File: src/rtl/serial_nibble_loader_if.sv
// serial_nibble_loader_if
//   Bundles the serial input side and the word/handshake/status side of
//   serial_nibble_loader. clk and clr_n stay plain ports on the module.
//   Signals:
//     sin      serial data, meaningful only when bit_en=1
//     bit_en   one-cycle bit strobe, one per bit time
//     rdy      downstream accepts q this cycle
//     flag_clr synchronous clear of the sticky ovr/perr flags
//     q        assembled word, stable while q_vld=1
//     q_vld    q holds an unconsumed word
//     busy     receiver is inside a frame
//     ferr     one-cycle pulse: stop bit sampled as 0
//     ovr      sticky: good frame dropped, holding slot was full
//     perr     sticky parity error (tied 0 without PARITY_CHK_EN)
//   Modports: master = feeder/consumer side, slave = the loader itself.
interface serial_nibble_loader_if #(
  parameter int WIDTH = 4
);
  logic             sin;
  logic             bit_en;
  logic             rdy;
  logic             flag_clr;
  logic [WIDTH-1:0] q;
  logic             q_vld;
  logic             busy;
  logic             ferr;
  logic             ovr;
  logic             perr;

  modport master (
    output sin, bit_en, rdy, flag_clr,
    input  q, q_vld, busy, ferr, ovr, perr
  );

  modport slave (
    input  sin, bit_en, rdy, flag_clr,
    output q, q_vld, busy, ferr, ovr, perr
  );
endinterface

File: src/rtl/serial_nibble_loader.sv
// serial_nibble_loader
//   Receives a framed serial stream (start bit 0, WIDTH data bits, optional
//   even-parity bit, stop bit 1), assembles the data word and offers it on
//   bus.q with a valid/ready handshake. The consumer takes q when
//   q_vld && rdy. Flags framing (ferr pulse), overrun (sticky ovr) and parity
//   (sticky perr) errors.
//
//   Build option: define PARITY_CHK_EN to add the parity bit to the frame and
//   enable parity checking; without it the frame is start+WIDTH+stop and perr
//   is tied to 0.
//
//   Parameters:
//     WIDTH      data bits per frame, 2..8
//     MSB_FIRST  0: first data bit lands in q[0]; 1: lands in q[WIDTH-1]
//   Ports:
//     clk    rising-edge system clock
//     clr_n  asynchronous active-low reset
//     bus    serial_nibble_loader_if.slave (see interface header)
module serial_nibble_loader #(
  parameter int WIDTH     = 4,
  parameter bit MSB_FIRST = 1'b0
) (
  input  logic                   clk,
  input  logic                   clr_n,
  serial_nibble_loader_if.slave  bus
);

  localparam int CW = $clog2(WIDTH + 1);

`ifdef PARITY_CHK_EN
  typedef enum logic [1:0] {IDLE = 2'd0, DATA = 2'd1, STOP = 2'd2, PAR = 2'd3} state_t;
`else
  typedef enum logic [1:0] {IDLE = 2'd0, DATA = 2'd1, STOP = 2'd2} state_t;
`endif

  state_t           state, state_nxt;
  logic [WIDTH-1:0] sr, sr_shift;
  logic [CW-1:0]    cnt;
  logic [WIDTH-1:0] q_r;
  logic             q_vld_r;
  logic             ferr_r;
  logic             ovr_r;

  // Strobes decoded by the FSM for the datapath.
  logic             shift_en;   // shift sin into the word
  logic             last_bit;   // current data bit is the WIDTH-th
  logic             stop_ok;    // good stop bit sampled
  logic             stop_bad;   // stop bit sampled as 0
  logic             load;       // good word goes into the holding slot
  logic             drop;       // good word lost, slot full and not freed

  assign last_bit = (cnt == CW'(WIDTH - 1));

  // Shift direction decides which end of q the first data bit ends up in.
  always_comb begin
    sr_shift = sr;
    if (MSB_FIRST) sr_shift = {sr[WIDTH-2:0], bus.sin};
    else           sr_shift = {bus.sin, sr[WIDTH-1:1]};
  end

  // ---------------------------------------------------------------------------
  // FSM
  // ---------------------------------------------------------------------------
  always_ff @(posedge clk or negedge clr_n) begin
    if (!clr_n) state <= IDLE;
    else        state <= state_nxt;
  end

`ifdef PARITY_CHK_EN
  logic par_chk;  // parity bit is being sampled this cycle
`endif

  always_comb begin
    state_nxt = state;
    shift_en  = 1'b0;
    stop_ok   = 1'b0;
    stop_bad  = 1'b0;
`ifdef PARITY_CHK_EN
    par_chk   = 1'b0;
`endif
    if (bus.bit_en) begin
      case (state)
        IDLE: if (!bus.sin) state_nxt = DATA;
        DATA: begin
          shift_en = 1'b1;
`ifdef PARITY_CHK_EN
          if (last_bit) state_nxt = PAR;
`else
          if (last_bit) state_nxt = STOP;
`endif
        end
`ifdef PARITY_CHK_EN
        PAR: begin
          par_chk   = 1'b1;
          state_nxt = STOP;
        end
`endif
        STOP: begin
          // Return straight to IDLE so a start bit on the very next strobe
          // is picked up.
          if (bus.sin) stop_ok  = 1'b1;
          else         stop_bad = 1'b1;
          state_nxt = IDLE;
        end
        default: state_nxt = IDLE;
      endcase
    end
  end

  // Slot is usable if empty or being emptied by the consumer on this edge.
  assign load = stop_ok && (!q_vld_r || bus.rdy);
  assign drop = stop_ok && q_vld_r && !bus.rdy;

  // ---------------------------------------------------------------------------
  // Datapath
  // ---------------------------------------------------------------------------
  always_ff @(posedge clk or negedge clr_n) begin
    if (!clr_n) begin
      sr  <= '0;
      cnt <= '0;
    end else if (shift_en) begin
      sr  <= sr_shift;
      // Counter only ever wraps here, on the last data bit.
      cnt <= last_bit ? '0 : cnt + CW'(1);
    end
  end

  always_ff @(posedge clk or negedge clr_n) begin
    if (!clr_n) begin
      q_r     <= '0;
      q_vld_r <= 1'b0;
    end else if (load) begin
      q_r     <= sr;
      q_vld_r <= 1'b1;
    end else if (q_vld_r && bus.rdy) begin
      q_vld_r <= 1'b0;
    end
  end

  always_ff @(posedge clk or negedge clr_n) begin
    if (!clr_n) ferr_r <= 1'b0;
    else        ferr_r <= stop_bad;
  end

  // Set takes priority over flag_clr so a coincident event is never lost.
  always_ff @(posedge clk or negedge clr_n) begin
    if (!clr_n)            ovr_r <= 1'b0;
    else if (drop)         ovr_r <= 1'b1;
    else if (bus.flag_clr) ovr_r <= 1'b0;
  end

`ifdef PARITY_CHK_EN
  logic par_acc;  // running XOR of the data bits of the current frame
  logic perr_r;

  always_ff @(posedge clk or negedge clr_n) begin
    if (!clr_n)                                  par_acc <= 1'b0;
    else if (state == IDLE && bus.bit_en)        par_acc <= 1'b0;
    else if (shift_en)                           par_acc <= par_acc ^ bus.sin;
  end

  // Even parity: data bits plus parity bit must XOR to 0.
  always_ff @(posedge clk or negedge clr_n) begin
    if (!clr_n)                          perr_r <= 1'b0;
    else if (par_chk && (par_acc ^ bus.sin)) perr_r <= 1'b1;
    else if (bus.flag_clr)               perr_r <= 1'b0;
  end

  assign bus.perr = perr_r;
`else
  assign bus.perr = 1'b0;
`endif

  assign bus.q     = q_r;
  assign bus.q_vld = q_vld_r;
  assign bus.busy  = (state != IDLE);
  assign bus.ferr  = ferr_r;
  assign bus.ovr   = ovr_r;

endmodule
File: src/flat_wrapper.sv
// flat-port wrapper written by rule: the top's interface ports become plain ports
module serial_nibble_loader_flat 
#(
  parameter int WIDTH     = 4,
  parameter bit MSB_FIRST = 1'b0
)
  (clk, clr_n, bus_sin, bus_bit_en, bus_rdy, bus_flag_clr, bus_q, bus_q_vld, bus_busy, bus_ferr, bus_ovr, bus_perr);
  serial_nibble_loader_if #(.WIDTH(WIDTH)) bus_i ();
  input  logic clk;
  input  logic clr_n;
  input wire logic [$bits(bus_i.sin)-1:0] bus_sin;
  input wire logic [$bits(bus_i.bit_en)-1:0] bus_bit_en;
  input wire logic [$bits(bus_i.rdy)-1:0] bus_rdy;
  input wire logic [$bits(bus_i.flag_clr)-1:0] bus_flag_clr;
  output wire logic [$bits(bus_i.q)-1:0] bus_q;
  output wire logic [$bits(bus_i.q_vld)-1:0] bus_q_vld;
  output wire logic [$bits(bus_i.busy)-1:0] bus_busy;
  output wire logic [$bits(bus_i.ferr)-1:0] bus_ferr;
  output wire logic [$bits(bus_i.ovr)-1:0] bus_ovr;
  output wire logic [$bits(bus_i.perr)-1:0] bus_perr;
  assign bus_i.sin = bus_sin;
  assign bus_i.bit_en = bus_bit_en;
  assign bus_i.rdy = bus_rdy;
  assign bus_i.flag_clr = bus_flag_clr;
  assign bus_q = bus_i.q;
  assign bus_q_vld = bus_i.q_vld;
  assign bus_busy = bus_i.busy;
  assign bus_ferr = bus_i.ferr;
  assign bus_ovr = bus_i.ovr;
  assign bus_perr = bus_i.perr;
  serial_nibble_loader #(.WIDTH(WIDTH), .MSB_FIRST(MSB_FIRST)) u_core (.clk(clk), .clr_n(clr_n), .bus(bus_i));
endmodule
File: config.mk
export PLATFORM = sky130hd
export DESIGN_NAME = serial_nibble_loader_flat
export DESIGN_NICKNAME = d
export VERILOG_FILES = /design/src/rtl/serial_nibble_loader_if.sv /design/src/rtl/serial_nibble_loader.sv /design/src/flat_wrapper.sv
export SDC_FILE = /design/constraint.sdc
export NUM_CORES = 1
export LEC_CHECK = 0
export CAP_MARGIN = 20
export CELL_PAD_IN_SITES_DETAIL_PLACEMENT = 0
export CELL_PAD_IN_SITES_GLOBAL_PLACEMENT = 1
export CORE_MARGIN = 2
export CORE_UTILIZATION = 37
export DETAILED_ROUTE_END_ITERATION = 6
export PLACE_DENSITY = 0.79
export SLEW_MARGIN = 5
export SYNTH_ARGS = -nofsm -noshare
export SYNTH_HDL_FRONTEND = slang
export SYNTH_SLANG_ARGS = --single-unit
File: constraint.sdc
create_clock -name clk -period 2.9 [get_ports clk]
set_input_delay 0.29 -clock clk [delete_from_list [all_inputs] [get_ports clk]]
set_output_delay 0.29 -clock clk [all_outputs]
set_load 0.01 [all_outputs]
==> flow_summary.ini, run 1 <==
[power_and_ir_drop]
powerDensity_mw_per_mm2 = 832
vdd_drop_max_mv = 0.255
total_leakage_power_nw = 0.402

[worst_setup_path]
worstSetupStartpointType = register
path_class = reg2out
slowest_delay_ns = 0.48
cp_top_family = buffers and inverters
timing.rr.end = u_core.bus.q[2]
crit_path_end_kind = output port
crit_slowest_cell = clkdlybuf4s50_1
path_cells = or2_2 > clkdlybuf4s50_1
cp.arrival_ns = 1.52
crit_buf_inv = 1
crit-reg2reg-launch = u_core.state[0]
crit_required_ns = 2.61
r2r_cells = 3
r2r_setup_slack_ns = 1.61
crit_path_max_fanout = 6

[final_layout]
final_common_cell = dfrtp_1
design_area_um2 = 870
instances_no_fill = 91
layout-drive-gt1-share = 0.258
fillerInstances = 162
nets = 74
final_cell_mix = dfrtp_1, clkdlybuf4s50_1, mux2_2
antenna_cells = 0
areaGrowthSynthToFinish_pct = 28.0

[routing]
vias = 426
dr.first_iter.drc_count = 5
drt-met1-wl_um = 484
highest_layer = met4
met2WireLength_um = 502
post-route-drc-count = 0
antenna_left = 0
first_pass_iters = 4
met3_length_um = 37
drt-total-wl_um = 1040
routedWlPerCell_um = 11.5
via_per_inst = 4.68

[sta]
layout_min_cycle_time_ns = 1.81
worst_slew_pin_slew_ns = 0.695
clock.fmax_mhz = 554
fin_setup_tns_ns = 0
setup_viol = 0
finalCritPeriodShare = 0.623
rsz0062_at_grt = no
hold_viol = 0
slew_violations = 0
slew_headroom = 0.535
fin_worst_skew_ns = 0.00231

[global_routing]
grt_pass1_wl_um = 1790
grt_max_degree = 17
track_usage = 0.123
overflow = 0
antenna_found_initial = 0
grt_pass1_vias = 425

[logic_synthesis]
yosys.area.top_type_share = 0.589
netlist_instances = 50
synthesis.nets = 57
synth_top_family_by_area = simple AND/OR/NAND/NOR gates
synthTopCellsByArea = dfrtp_1, mux2_2, nand4b_4
yosysTopAreaCell = dfrtp_1
ys_seq_area_frac = 0.589
synth_compound_area_frac = 0.0681
synth.ff_latch_count = 16
avgSynthCellArea_um2 = 13.6
synth_cell_types = 20
synth-adder-area-share = 0.0184
synthSimpleGateAreaFrac = 0.158
syn_area_um2 = 679
synth_xor_xnor_area_share = 0
synthMuxAreaShare = 0.133
ys_warn_count = 0

[cts]
clk_latency_ns = 0.28
clkSinkCount = 16
numCtsBuffers = 3
ctsResizeCount = 0
root_buffer = clkbuf_4
clockBufferDepth = 2
cts_tree = done
post_cts_buffers = 0
postCtsHoldBufs = 0
htreeDepth = 1
cts.reportedPaths.clkPinSlew_ns = 0.09

[place]
dp.cells = 87
io_buffers = 13
place_congestion = 0.706
hpwl_um = 772
place_area_um2 = 833

[floorplan]
design.core.area_mm2 = 0.00173
dieArea_mm2 = 0.00219
pin_count = 15
die_height_um = 46.9
rows = 15
die-width_um = 46.9
start_util = 0.393

[min_path]
hp-class = in2async

[outcome]
outcome = completed

[flow_run]
cap_viol_max_count = 0
## per-layer routing
| metal | up-vias | track usage |
|---|---|---|
| li1 | 205 | - |
| met1 | 208 | 0.119 |
| met2 | 11 | 0.216 |
| met3 | 2 | 0.0346 |
| met4 | 0 | 0.100 |
| met5 | - | 0 |
## how the worst max path moves through the flow
stage                     slack, ns              end       startpoint  cells after the start
after global routing           1.02         bus_busy  u_core.state[1]                      2
after CTS                      1.08         bus_busy  u_core.state[1]                      2
after detailed placement       1.17  u_core.bus.q[2]       bus_bit_en                      4
after floorplan                1.68  u_core.bus.q[0]  u_core.state[0]                      3
after global placement         1.20  u_core.bus.q[1]       bus_bit_en                      4
final                          1.09         bus_busy  u_core.state[1]                      2
## kinds of logic (layout without fill, tap and decap cells)
logic type | after synthesis | count (layout)
DFF | 16 | 16
and+or+nand+nor | 13 | 13
muxes | 8 | 8
AOI/OAI and AO/OA | 7 | 7
buffers and inverters | 4 | 20
adders and majority gates | 1 | 1
other | 1 | 1
## registers in the layout, indices dropped and copies added, names as in the netlist
name,count
u_core.sr,4
u_core.bus.ferr,1
u_core.state,2
u_core.cnt,3
u_core.bus.q_vld,1
u_core.bus.q,4
u_core.bus.ovr,1
## cells in the mapped netlist
library cell  count
nor2b_4           1
nand2_1           3
o21a_1            1
conb_1            1
nor3_1            1
ha_1              1
nor2b_1           1
nand3b_2          1
inv_1             3
buf_4             1
nor4b_1           2
o22ai_1           2
a21o_2            1
a21o_1            1
mux2_2            8
nand4b_4          1
dfrtp_1          16
o21ai_0           2
or2_2             1
nand2b_1          2
## cell type report
type / instances / area (um2) / area share
flip-flops and latches: 16 / 400 / 0.460
multi-input cells: 30 / 260 / 0.299
repair buffers: 13 / 130 / 0.150
clock buffers: 4 / 36.3 / 0.0417
well taps: 25 / 31.3 / 0.0360
inverters: 3 / 11.3 / 0.0129
## through the flow
stage,power [mW],setup slack (ns),utilization,hold WS (ns)
2_1_floorplan,0.489,1.68,-,-0.00559
3_3_place_gp,0.578,1.20,0.483,0.468
3_5_place_dp,0.587,1.17,0.483,0.496
4_1_cts,0.732,1.08,0.504,0.447
5_1_grt,0.782,1.02,0.504,0.465
6_report,0.723,1.09,0.504,0.422
## power by group
part | switching [mW] | leakage, nW | internal [mW] | total [mW]
registers | 0.0543 | 0.207 | 0.294 | 0.349
clock network | 0.0681 | 0.0210 | 0.0763 | 0.144
logic | 0.0870 | 0.174 | 0.143 | 0.230
## worst register-to-register path: cells and delay by family (launching register included)
family	cells	cell delay, ns
mux	1	0.35
flops	1	0.44
simple gates	2	0.40
(Power assumes the default switching activity.)
==> run 2: changes to the inputs <==
Settings changed: CORE_UTILIZATION 37 to 34, PLACE_DENSITY 0.79 to 0.76.
Clock period 2.9 ns to 1.6 ns, I/O delays scaled along.
==> flow_summary.ini, run 2 (same netlist as run 1, synthesis figures left out) <==
[cts]
cts_tree = done
cts.reportedPaths.clkPinSlew_ns = 0.08
numCtsBuffers = 3
clkSinkCount = 16
htreeDepth = 1
postCtsHoldBufs = 0
root_buffer = clkbuf_4
clk_latency_ns = 0.27
clockBufferDepth = 2

[floorplan]
pin_count = 15
dieArea_mm2 = 0.00237
design.core.area_mm2 = 0.00192
start_util = 0.354
rows = 16
die_height_um = 48.7
die-width_um = 48.7

[outcome]
outcome = completed

[final_layout]
final_cell_mix = dfrtp_1, clkdlybuf4s50_1, mux2_2, buf_4
areaGrowthSynthToFinish_pct = 30.8
final_common_cell = dfrtp_1
multi_input_area_um2 = 260
design_area_um2 = 888
instances_no_fill = 96
fillerInstances = 184
layout-drive-gt1-share = 0.304
nets = 78
antenna_cells = 0
area.sequential_um2 = 402

[sta]
fin_worst_skew_ns = 0.00154
rsz0062_at_grt = no
slew_violations = 0
finalCritPeriodShare = 0.907
worst_slack_ns = 0.148
setup_viol = 0
hold_viol = 0
layout_min_cycle_time_ns = 1.45
clock.fmax_mhz = 689
fin_setup_tns_ns = 0

[routing]
post-route-drc-count = 0
routedWlPerCell_um = 11.4
drt-total-wl_um = 1100
antenna_left = 0
dr.first_iter.drc_count = 3
via_per_inst = 4.42
first_pass_iters = 2
vias = 424

[worst_setup_path]
crit_path_max_fanout = 6
path_cells = or2_2 > dlygate4sd2_1
crit_start = u_core.state[1]
crit_slowest_cell = dfrtp_2
crit_required_ns = 1.44
worstSetupStartpointType = register
cp.arrival_ns = 1.29
cp_top_family = flip-flops
crit_buf_inv = 1
crit_path_end_kind = output port
slowest_delay_ns = 0.46
path_class = reg2out
crit-reg2reg-launch = u_core.state[0]

[place]
dp.cells = 92
place_congestion = 0.662
dp_worst_setup_slack_ns = 0.0675
io_buffers = 13
place_area_um2 = 858
hpwl_um = 869

[power_and_ir_drop]
p_clk_frac = 0.157
vdd_drop_max_mv = 0.482
p_int_mw = 0.891
comb_power_share = 0.354
p_sw_frac = 0.293
p_sw_mw = 0.369
powerDensity_mw_per_mm2 = 1420
total_leakage_power_nw = 0.413
seq_power_share = 0.489

[global_routing]
overflow = 0
track_usage = 0.107
antenna_found_initial = 0
grt_max_degree = 11
grt_pass1_wl_um = 2010
grt_pass1_vias = 446

[flow_run]
cap_viol_max_count = 0

[min_path]
hp-class = in2async
## run 2: layer usage
metal	routed length, um	global-route usage	part of all wire
met1	498	0.132	0.45
met2	548	0.176	0.50
met3	49	0.0309	0.045
met4	0	0.0429	0
met5	0	0	0
## run 2: final timing paths
check / end / slack [ns] / cells after the start
min: u_core.bus.q_vld / 0.14 / 1
max in group asynchronous: u_core.state[1] / 1.00 / 2
min in group clk: u_core.bus.ovr / 0.46 / 2
min reg2reg: u_core.cnt[1] / 0.49 / 2
max: bus_busy / 0.15 / 2
max reg2reg: u_core.bus.q[3] / 0.24 / 4
## run 2: what timing repair did
| action | in CTS | in global routing |
|---|---|---|
| hold endpoints to repair | 0 | 0 |
| resized for setup | 2 | 0 |
| setup buffers | 1 | 0 |
| endpoints found under the setup margin | 1 | 0 |
## run 2: through the flow
stage               hold WS (ns)  utilization  power [mW]
detailed placement         0.443        0.447        1.07
floorplan                 -0.136            -       0.886
global placement           0.445        0.447        1.05
CTS                        0.143        0.462        1.27
global route               0.146        0.462        1.35
finish                     0.142        0.462        1.26
## run 2: power groups by stage
stage / Combinational [mW] / Clock, mW / Sequential (mW)
final: 0.446 / 0.198 / 0.617
after CTS: 0.452 / 0.206 / 0.616
after global placement: 0.415 / 0 / 0.638
after floorplan: 0.254 / 0 / 0.632
after detailed placement: 0.428 / 0 / 0.638
after global routing: 0.486 / 0.233 / 0.636
## run 2: final cells by class
type | instances | area share
Sequential cell | 16 | 0.452
Multi-Input combinational cell | 30 | 0.293
Timing Repair Buffer | 17 | 0.179
Tap cell | 27 | 0.0380
Clock buffer | 3 | 0.0254
Inverter | 3 | 0.0127
==> run 3: changes to the inputs <==
Settings changed: CELL_PAD_IN_SITES_DETAIL_PLACEMENT 0 to 1, HOLD_SLACK_MARGIN set to 0.05.
==> flow_summary.ini, run 3 (same netlist as run 1, synthesis figures left out) <==
[place]
dp_worst_setup_slack_ns = 0.0686
io_buffers = 13
place_congestion = 0.662
hpwl_um = 978

[floorplan]
die_height_um = 48.7
rows = 16
die-width_um = 48.7
dieArea_mm2 = 0.00237
start_util = 0.354
pin_count = 15
design.core.area_mm2 = 0.00192

[worst_setup_path]
crit_path_max_fanout = 6
crit_slowest_cell = dfrtp_2
crit_required_ns = 1.44
cp_top_family = flip-flops
slowest_delay_ns = 0.45
cp.arrival_ns = 1.29
crit_buf_inv = 1
crit_path_end_kind = output port
path_cells = or2_2 > dlygate4sd2_1
path_class = reg2out
worstSetupStartpointType = register

[sta]
clock.fmax_mhz = 692
layout_min_cycle_time_ns = 1.45
slew_violations = 0
worst_slack_ns = 0.155
setup_viol = 0
rsz0062_at_grt = no
fin_setup_tns_ns = 0
finalCritPeriodShare = 0.903
hold_viol = 0
fin_worst_skew_ns = 0.00756

[cts]
cts.reportedPaths.clkPinSlew_ns = 0.09
clkSinkCount = 16
root_buffer = clkbuf_4
numCtsBuffers = 3
htreeDepth = 1
cts_tree = done
clockBufferDepth = 2
clk_latency_ns = 0.27
postCtsHoldBufs = 0

[final_layout]
final_common_cell = dfrtp_1
final_cell_mix = dfrtp_1, clkdlybuf4s50_1, mux2_2, buf_4
areaGrowthSynthToFinish_pct = 30.8
nets = 78
layout-drive-gt1-share = 0.304
antenna_cells = 0

[global_routing]
grt_pass1_vias = 520
grt_pass1_wl_um = 2420
grt_max_degree = 11
overflow = 0
track_usage = 0.134
antenna_found_initial = 0

[power_and_ir_drop]
vdd_drop_max_mv = 0.603
powerDensity_mw_per_mm2 = 1450
finalPower_mw = 1.29
total_leakage_power_nw = 0.413

[routing]
vias = 451
antenna_left = 0
routedWlPerCell_um = 13.3
post-route-drc-count = 0
drt-total-wl_um = 1280
via_per_inst = 4.70
first_pass_iters = 2
dr.first_iter.drc_count = 4

[flow_run]
cap_viol_max_count = 0

[outcome]
outcome = completed

[min_path]
hp-class = in2async
## run 3: cell counts in the layout (fill, tap and decap cells not counted)
Identical to the previous run, type by type.
## run 3: stage by stage
stage	instances	util	hold slack (ns)	area, um2
floorplan	50	-	-0.136	679
global placement	92	0.447	0.445	858
detailed placement	92	0.447	0.450	858
CTS	96	0.462	0.133	888
global route	96	0.462	0.145	888
finish	96	0.462	0.133	888
## run 3: final timing paths
kind                                  from                to  slack, ns  cells past startpoint
setup / recovery           u_core.state[1]          bus_busy       0.15                      2
setup reg to reg           u_core.state[0]   u_core.bus.q[2]       0.25                      4
hold reg to reg              u_core.cnt[1]     u_core.cnt[1]       0.49                      2
max in group asynchronous            clr_n   u_core.state[1]       1.00                      2
hold / removal                       clr_n  u_core.bus.q_vld       0.13                      1
min in group clk              bus_flag_clr    u_core.bus.ovr       0.45                      2
## run 3: layout make-up
cell class / instances / area (um2)
Inverter: 3 / 11.3
Fill cell: 219 / 1030
Sequential cell: 16 / 402
Tap cell: 27 / 33.8
Clock buffer: 3 / 22.5
Timing Repair Buffer: 17 / 159
Multi-Input combinational cell: 30 / 260
## run 3: power breakdown
part	internal, mW	switching [mW]	total (mW)
clock network	0.0871	0.112	0.199
logic	0.272	0.192	0.464
registers	0.535	0.0868	0.622
total	0.894	0.392	1.29
## run 3: metal layers
metal / GRT usage / wire length, um / share of wire / vias to the layer above
met4: 0.105 / 34 / 0.027 / 0
met3: 0.0278 / 46 / 0.036 / 4
met1: 0.156 / 533 / 0.42 / 224
li1: - / - / - / 210
met5: 0 / 0 / 0 / -
met2: 0.215 / 664 / 0.52 / 13
## run 3: repair_timing
item                                    CTS  global route
buffers inserted                          1             0
gates resized for setup                   2             0
endpoints found under the setup margin    1             0
